[src/rtl/bp_pkg.sv]
// Shared types and constants for the branch prediction tracking and resolution logic.
package bp_pkg;

  localparam logic [31:0] INSTR_BYTES = 32'd4;
  localparam int          NUM_SLOTS   = 2;
  localparam int          SLOT_ID     = 0;
  localparam int          SLOT_EX     = 1;

  typedef struct packed {
    logic        valid;
    logic [31:0] pc;
    logic        pred_taken;
    logic [31:0] pred_target;
  } bp_slot_t;

  typedef enum logic [1:0] {
    NONE,
    DIR,
    TARGET,
    ALIAS
  } mispredict_kind_e;

  function automatic logic [31:0] fallthrough_pc(input logic [31:0] pc);
    return pc + INSTR_BYTES;
  endfunction

endpackage

[src/rtl/bp_track_slot.sv]
// One pipeline tracking slot holding an instruction's prediction.
// Clear wins over load, and load wins over hold.
module bp_track_slot
  import bp_pkg::*;
(
  input  logic        clk,
  input  logic        rst_n,
  input  logic        load,
  input  logic        clear,
  input  logic        d_valid,
  input  logic [31:0] d_pc,
  input  logic        d_pred_taken,
  input  logic [31:0] d_pred_target,
  output logic        q_valid,
  output logic [31:0] q_pc,
  output logic        q_pred_taken,
  output logic [31:0] q_pred_target
);

  bp_slot_t slot_reg;
  bp_slot_t slot_next;

  always_comb begin
    slot_next = slot_reg;
    if (clear) begin
      slot_next = '0;
    end else if (load) begin
      slot_next.valid       = d_valid;
      slot_next.pc          = d_pc;
      slot_next.pred_taken  = d_pred_taken;
      slot_next.pred_target = d_pred_target;
    end
  end

  always_ff @(posedge clk or negedge rst_n) begin
    if (!rst_n) begin
      slot_reg <= '0;
    end else begin
      slot_reg <= slot_next;
    end
  end

  assign q_valid       = slot_reg.valid;
  assign q_pc          = slot_reg.pc;
  assign q_pred_taken  = slot_reg.pred_taken;
  assign q_pred_target = slot_reg.pred_target;

endmodule

[src/rtl/branch_resolve_unit.sv]
// Carries IF-stage predictions through ID/EX, resolves them in EX, drives the
// redirect and issues registered BHT/BTB update pulses plus statistics.
module branch_resolve_unit
  import bp_pkg::*;
#(
  parameter int CNT_WIDTH = 32
) (
  input  logic                 clk,
  input  logic                 rst_n,
  input  logic                 if_valid,
  input  logic [31:0]          if_PC,
  input  logic                 if_predicted_taken,
  input  logic [31:0]          if_predicted_target,
  input  logic                 stall,
  input  logic                 flush,
  input  logic                 ex_is_branch,
  input  logic                 ex_br_taken,
  input  logic [31:0]          ex_br_target,
  output logic                 redirect,
  output logic [31:0]          redirect_PC,
  output logic                 bht_wr_req,
  output logic [31:0]          bht_wr_PC,
  output logic                 bht_wr_taken,
  output logic                 btb_wr_req,
  output logic [31:0]          btb_wr_PC,
  output logic [31:0]          btb_wr_target,
  output logic                 btb_wr_valid,
  output logic [CNT_WIDTH-1:0] branch_cnt,
  output logic [CNT_WIDTH-1:0] mispredict_cnt
);

  localparam logic [CNT_WIDTH-1:0] CNT_ONE = {{(CNT_WIDTH-1){1'b0}}, 1'b1};

  logic advance;
  logic clear;

  logic [NUM_SLOTS-1:0]       slot_valid;
  logic [NUM_SLOTS-1:0][31:0] slot_pc;
  logic [NUM_SLOTS-1:0]       slot_pred_taken;
  logic [NUM_SLOTS-1:0][31:0] slot_pred_target;

  logic [NUM_SLOTS-1:0]       d_valid;
  logic [NUM_SLOTS-1:0][31:0] d_pc;
  logic [NUM_SLOTS-1:0]       d_pred_taken;
  logic [NUM_SLOTS-1:0][31:0] d_pred_target;

  assign advance = !stall && !flush && !redirect;
  assign clear   = flush || redirect;

  // Slot 0 (ID) loads from IF; each later slot loads from the one before it.
  for (genvar gi = 0; gi < NUM_SLOTS; gi++) begin : g_slot
    if (gi == 0) begin : g_head
      assign d_valid[gi]       = if_valid;
      assign d_pc[gi]          = if_PC;
      assign d_pred_taken[gi]  = if_predicted_taken;
      assign d_pred_target[gi] = if_predicted_target;
    end else begin : g_chain
      assign d_valid[gi]       = slot_valid[gi-1];
      assign d_pc[gi]          = slot_pc[gi-1];
      assign d_pred_taken[gi]  = slot_pred_taken[gi-1];
      assign d_pred_target[gi] = slot_pred_target[gi-1];
    end

    bp_track_slot u_slot (
      .clk          (clk),
      .rst_n        (rst_n),
      .load         (advance),
      .clear        (clear),
      .d_valid      (d_valid[gi]),
      .d_pc         (d_pc[gi]),
      .d_pred_taken (d_pred_taken[gi]),
      .d_pred_target(d_pred_target[gi]),
      .q_valid      (slot_valid[gi]),
      .q_pc         (slot_pc[gi]),
      .q_pred_taken (slot_pred_taken[gi]),
      .q_pred_target(slot_pred_target[gi])
    );
  end

  logic             ex_valid;
  logic [31:0]      ex_pc;
  logic             ex_pred_taken;
  logic [31:0]      ex_pred_target;
  logic             resolve;
  mispredict_kind_e mp_kind;
  logic [31:0]      correct_pc;

  assign ex_valid       = slot_valid[SLOT_EX];
  assign ex_pc          = slot_pc[SLOT_EX];
  assign ex_pred_taken  = slot_pred_taken[SLOT_EX];
  assign ex_pred_target = slot_pred_target[SLOT_EX];

  // A flush does not block resolution; only a stall does.
  assign resolve = ex_valid && !stall;

  always_comb begin
    mp_kind    = NONE;
    correct_pc = '0;
    if (resolve) begin
      if (ex_is_branch) begin
        if (ex_br_taken) begin
          correct_pc = ex_br_target;
          if (!ex_pred_taken) begin
            mp_kind = DIR;
          end else if (ex_pred_target != ex_br_target) begin
            mp_kind = TARGET;
          end
        end else if (ex_pred_taken) begin
          mp_kind    = DIR;
          correct_pc = fallthrough_pc(ex_pc);
        end
      end else if (ex_pred_taken) begin
        mp_kind    = ALIAS;
        correct_pc = fallthrough_pc(ex_pc);
      end
    end
  end

  assign redirect    = (mp_kind != NONE);
  assign redirect_PC = redirect ? correct_pc : '0;

  logic bht_req_next;
  logic btb_req_next;

  assign bht_req_next = resolve && ex_is_branch;
  assign btb_req_next = (resolve && ex_is_branch && ex_br_taken) || (mp_kind == ALIAS);

  logic                 bht_wr_req_reg;
  logic [31:0]          bht_wr_pc_reg;
  logic                 bht_wr_taken_reg;
  logic                 btb_wr_req_reg;
  logic [31:0]          btb_wr_pc_reg;
  logic [31:0]          btb_wr_target_reg;
  logic                 btb_wr_valid_reg;
  logic [CNT_WIDTH-1:0] branch_cnt_reg;
  logic [CNT_WIDTH-1:0] mispredict_cnt_reg;

  // Request bits pulse for one cycle; payloads hold until the next request.
  always_ff @(posedge clk or negedge rst_n) begin
    if (!rst_n) begin
      bht_wr_req_reg    <= 1'b0;
      bht_wr_pc_reg     <= '0;
      bht_wr_taken_reg  <= 1'b0;
      btb_wr_req_reg    <= 1'b0;
      btb_wr_pc_reg     <= '0;
      btb_wr_target_reg <= '0;
      btb_wr_valid_reg  <= 1'b0;
    end else begin
      bht_wr_req_reg <= bht_req_next;
      btb_wr_req_reg <= btb_req_next;
      if (bht_req_next) begin
        bht_wr_pc_reg    <= ex_pc;
        bht_wr_taken_reg <= ex_br_taken;
      end
      if (btb_req_next) begin
        btb_wr_pc_reg    <= ex_pc;
        btb_wr_valid_reg <= ex_is_branch;
        if (ex_is_branch) begin
          btb_wr_target_reg <= ex_br_target;
        end
      end
    end
  end

  always_ff @(posedge clk or negedge rst_n) begin
    if (!rst_n) begin
      branch_cnt_reg     <= '0;
      mispredict_cnt_reg <= '0;
    end else begin
      if (bht_req_next && (branch_cnt_reg != '1)) begin
        branch_cnt_reg <= branch_cnt_reg + CNT_ONE;
      end
      if (redirect && (mispredict_cnt_reg != '1)) begin
        mispredict_cnt_reg <= mispredict_cnt_reg + CNT_ONE;
      end
    end
  end

  assign bht_wr_req     = bht_wr_req_reg;
  assign bht_wr_PC      = bht_wr_pc_reg;
  assign bht_wr_taken   = bht_wr_taken_reg;
  assign btb_wr_req     = btb_wr_req_reg;
  assign btb_wr_PC      = btb_wr_pc_reg;
  assign btb_wr_target  = btb_wr_target_reg;
  assign btb_wr_valid   = btb_wr_valid_reg;
  assign branch_cnt     = branch_cnt_reg;
  assign mispredict_cnt = mispredict_cnt_reg;

endmodule

[config.mk]
export PLATFORM = sky130hd
export DESIGN_NAME = branch_resolve_unit
export DESIGN_NICKNAME = d
export VERILOG_FILES = /design/src/rtl/bp_pkg.sv /design/src/rtl/bp_track_slot.sv /design/src/rtl/branch_resolve_unit.sv
export SDC_FILE = /design/constraint.sdc
export NUM_CORES = 1
export LEC_CHECK = 0
export ABC_AREA = 1
export CORE_AREA = 4 4 226 228
export DETAILED_ROUTE_END_ITERATION = 6
export DIE_AREA = 0 0 230 232
export DONT_BUFFER_PORTS = 1
export PLACE_DENSITY = 0.4
export REMOVE_ABC_BUFFERS = 1
export SYNTH_ARGS = -nofsm -noshare
export SYNTH_HDL_FRONTEND = slang
export SYNTH_SLANG_ARGS = --single-unit
export TNS_END_PERCENT = 10
[constraint.sdc]
create_clock -name clk -period 2.21 [get_ports clk]
set_clock_uncertainty 0.1 [all_clocks]
set_input_delay 0.221 -clock clk [delete_from_list [all_inputs] [get_ports clk]]
set_output_delay 0.221 -clock clk [all_outputs]
set_load 0.02 [all_outputs]
==> out/qor.csv <==
stage;metric;value;unit
floorplan;DIE AREA;0.0534;mm^2
global_route;Tot GR Track Use;19.4;%
synth;share of the yosys chip area belonging to registers;50.9;%
synth;post-synth top area cell;dfrtp_1;
synth;Yosys top cell area share;50.9;%
drt;initial drt markers;578;
floorplan;core area;0.0488;mm^2
placed_design;Place WS;-381;ps
layout;Multi-input gate area;0.00667;mm^2
drt;vias per cell;4.56;
synth;synth top area cells;dfrtp_1, nand2_1, nor2_1;
sta;Tcrit/Tclk final;128;%
setup_path;Worst setup SP type;flop;
layout;most common cell after layout, fill and taps aside;nand2_1;
clock_network;Clock Tree Buf Depth;3;
floorplan;die height;232;um
pwr;power density cells;733;mW/mm^2
clock_network;clock slew at reported path FFs;60;ps
layout;most frequent cells in the layout;nand2_1, dfrtp_1, buf_4;
run_status;status;finished with violations;
drt;average wire per standard cell;18.8;um
sta;final setup violation count;163;
placed_design;Detailed Place HPWL;35300;um
global_route;remaining global-route overflow;0;
clock_network;# hold bufs at CTS;184;
global_route;largest net degree at the start of global routing;297;
sta;Fmax;354;MHz
synth;Yosys Warn Count;0;
synth;Cells after Synth;1732;
synth;synthesis-stage register bit count;296;
setup_path;crit end category;output port;
sta;min cycle time layout;2820;ps
layout;fillcell total;4970;
clock_network;CTS buffer count;38;
floorplan;Top Ports;301;
placed_design;GPL Wtd Cong;0.823;
placed_design;PortBufs;0;
synth;Avg Cell Area, Syn;8.40;um^2
floorplan;Initial Util;29.8;%
clock_network;Worst-Skew Late Latency;550;ps
floorplan;die width;230;um
layout;fin nets;2224;
sta;max_slew headroom;53.7;%
synth;Mapped Area;0.0145;mm^2
sta;final setup margin;-615;ps
sta;final count of hold timing violations;296;
synth;Yosys cell types;39;
drt;DR vias;12800;
clock_network;root buf cell;clkbuf_16;
setup_path;Crit Path Class;flop to output port;
global_route;vias in the first global route;13300;
drt;final WL;52700;um
pwr;peak supply drop;0.000503;V
layout;P&R area growth vs syn;42.5;%
worst_hold_path;hold crit path type;input pin to asynchronous set/reset pin;
global_route;initial antenna violation count;3;
job;Max Cap Viol;0;
clock_network;number of clock sinks;296;
drt;Routed Antenna Nets;0;
floorplan;Cell Rows;81;
sta;RSZ-0062 raised after global routing;true;
drt;Post-route DRC;0;
sta;WHS;-733;ps
pwr;Leakage Power;0.00969;uW
setup_path;critical path data required time;1890;ps
run_status;failing checks;hold timing, setup timing;
sta;max-slew violation count;0;
drt;first-pass detailed-route iteration total;6;
layout;Final Core Density;42.4;%
setup_path;CP Data Arrival Time;2500;ps
setup_path;CP max FO;3;
layout;layout cells sized above 1;24.2;%
sta;actual slew at the worst max-slew pin;695;ps
clock_network;TritonCTS clock tree;yes;
layout;Reg area;0.00741;mm^2
clock_network;H-tree Lvls;2;
global_route;first-pass GRT wire length;80200;um
==> what timing repair did <==
| item | CTS | global route |
|---|---|---|
| endpoints found under the hold margin | 462 | 296 |
| pin swaps | 20 | 32 |
| resized for setup | 54 | 108 |
| setup buffers | 7 | 9 |
| cloned | 0 | 1 |
| setup endpoints to repair | 231 | 235 |
==> path summary, 6_finish.rpt <==
path	slack [ps]	startpoint	end	cells after the start
worst max-delay path	-610	g_slot[1].u_slot.q_pc[3]	redirect_PC[30]	12
worst min register to register	410	g_slot[1].u_slot.q_pc[1]	btb_wr_PC[1]	2
worst max register to register	-220	g_slot[1].u_slot.q_pred_target[16]	g_slot[1].u_slot.q_pc[6]	17
max in group asynchronous	2170	rst_n	mispredict_cnt[24]	0
min in group clk	80	stall	bht_wr_taken	4
worst min-delay path	-730	rst_n	branch_cnt[15]	0
==> critical path: stages, from the launching register on <==
cell,delay (ps)
dfrtp_1,370
ha_2,200
nand3_2,70
nor2_2,120
nand2_2,90
inv_2,70
nand4_1,210
nor2_2,210
buf_4,130
nand4_1,100
a22oi_1,160
nor2_1,70
buf_4,170
==> metal layers <==
metal  share of wire (%)  vias up  routed length, um  global-route usage [%]
met5               0.025        -                 13                       0
met4                 2.6        2               1390                    5.94
met2                  49      277              25800                    33.2
met3                 6.6       73               3480                    5.72
li1                    -     6296                  -                       -
met1                  42     6146              22100                    23.5
==> synthesized netlist by cell type <==
cell type	count
o21ai_1	1
nand3b_1	2
o22ai_1	6
buf_2	11
mux2_2	15
nand4_2	1
buf_6	9
nor3b_1	1
inv_2	9
nor3_1	34
dfrtp_1	296
o31ai_1	1
nor4_1	8
nand3_1	96
o21ai_0	126
nand4_1	18
a32oi_1	3
buf_4	3
clkbuf_1	49
or2_2	2
nor2_2	81
xor2_1	44
ha_1	3
and3_1	1
a22oi_1	6
o211ai_1	1
nor2_1	179
nor4_4	1
buf_1	8
nand2_2	1
a21oi_1	48
nand3_2	2
mux2i_1	47
o21a_1	1
xnor2_1	40
inv_1	129
nand2_4	2
nand2_1	446
nor3_4	1
==> power breakdown <==
group	switching, uW	leakage (uW)	total, uW	internal [uW]
clock network	2440	0.000644	6410	3970
registers	930	0.00391	6890	5960
logic	939	0.00514	1880	940
total	4310	0.00969	15200	10900
==> area by class of cell <==
cell class / count / area share (%)
tap: 664 / 4.01
sequential: 296 / 35.7
inverter: 138 / 2.53
clock buffer: 57 / 5.82
antenna: 2 / 0.0241
multi-input combinational: 1218 / 32.2
clock inverter: 7 / 0.410
timing repair buffer: 425 / 19.3
==> stage by stage <==
step           instance area [um^2]  instances  total power, uW  setup TNS (ps)
5_1_grt                       20700       2806            15900          -68450
6_report                      20700       2807            15200          -39270
3_5_place_dp                  16900       2543             8450          -64170
2_1_floorplan                 14200       1652             7730         -345840
4_1_cts                       20200       2795            15400          -39070
3_3_place_gp                  16900       2543             8420          -56620
==> cell families after synthesis <==
kind of cell	Yosys count	synth area share, %
simple gates	876	26.2
flops	296	50.9
buf+inv	218	6.26
compound gates	193	6.93
xor+xnor	84	5.06
mux	62	4.40
fa+ha+maj	3	0.258
(Power assumes the default switching activity.)
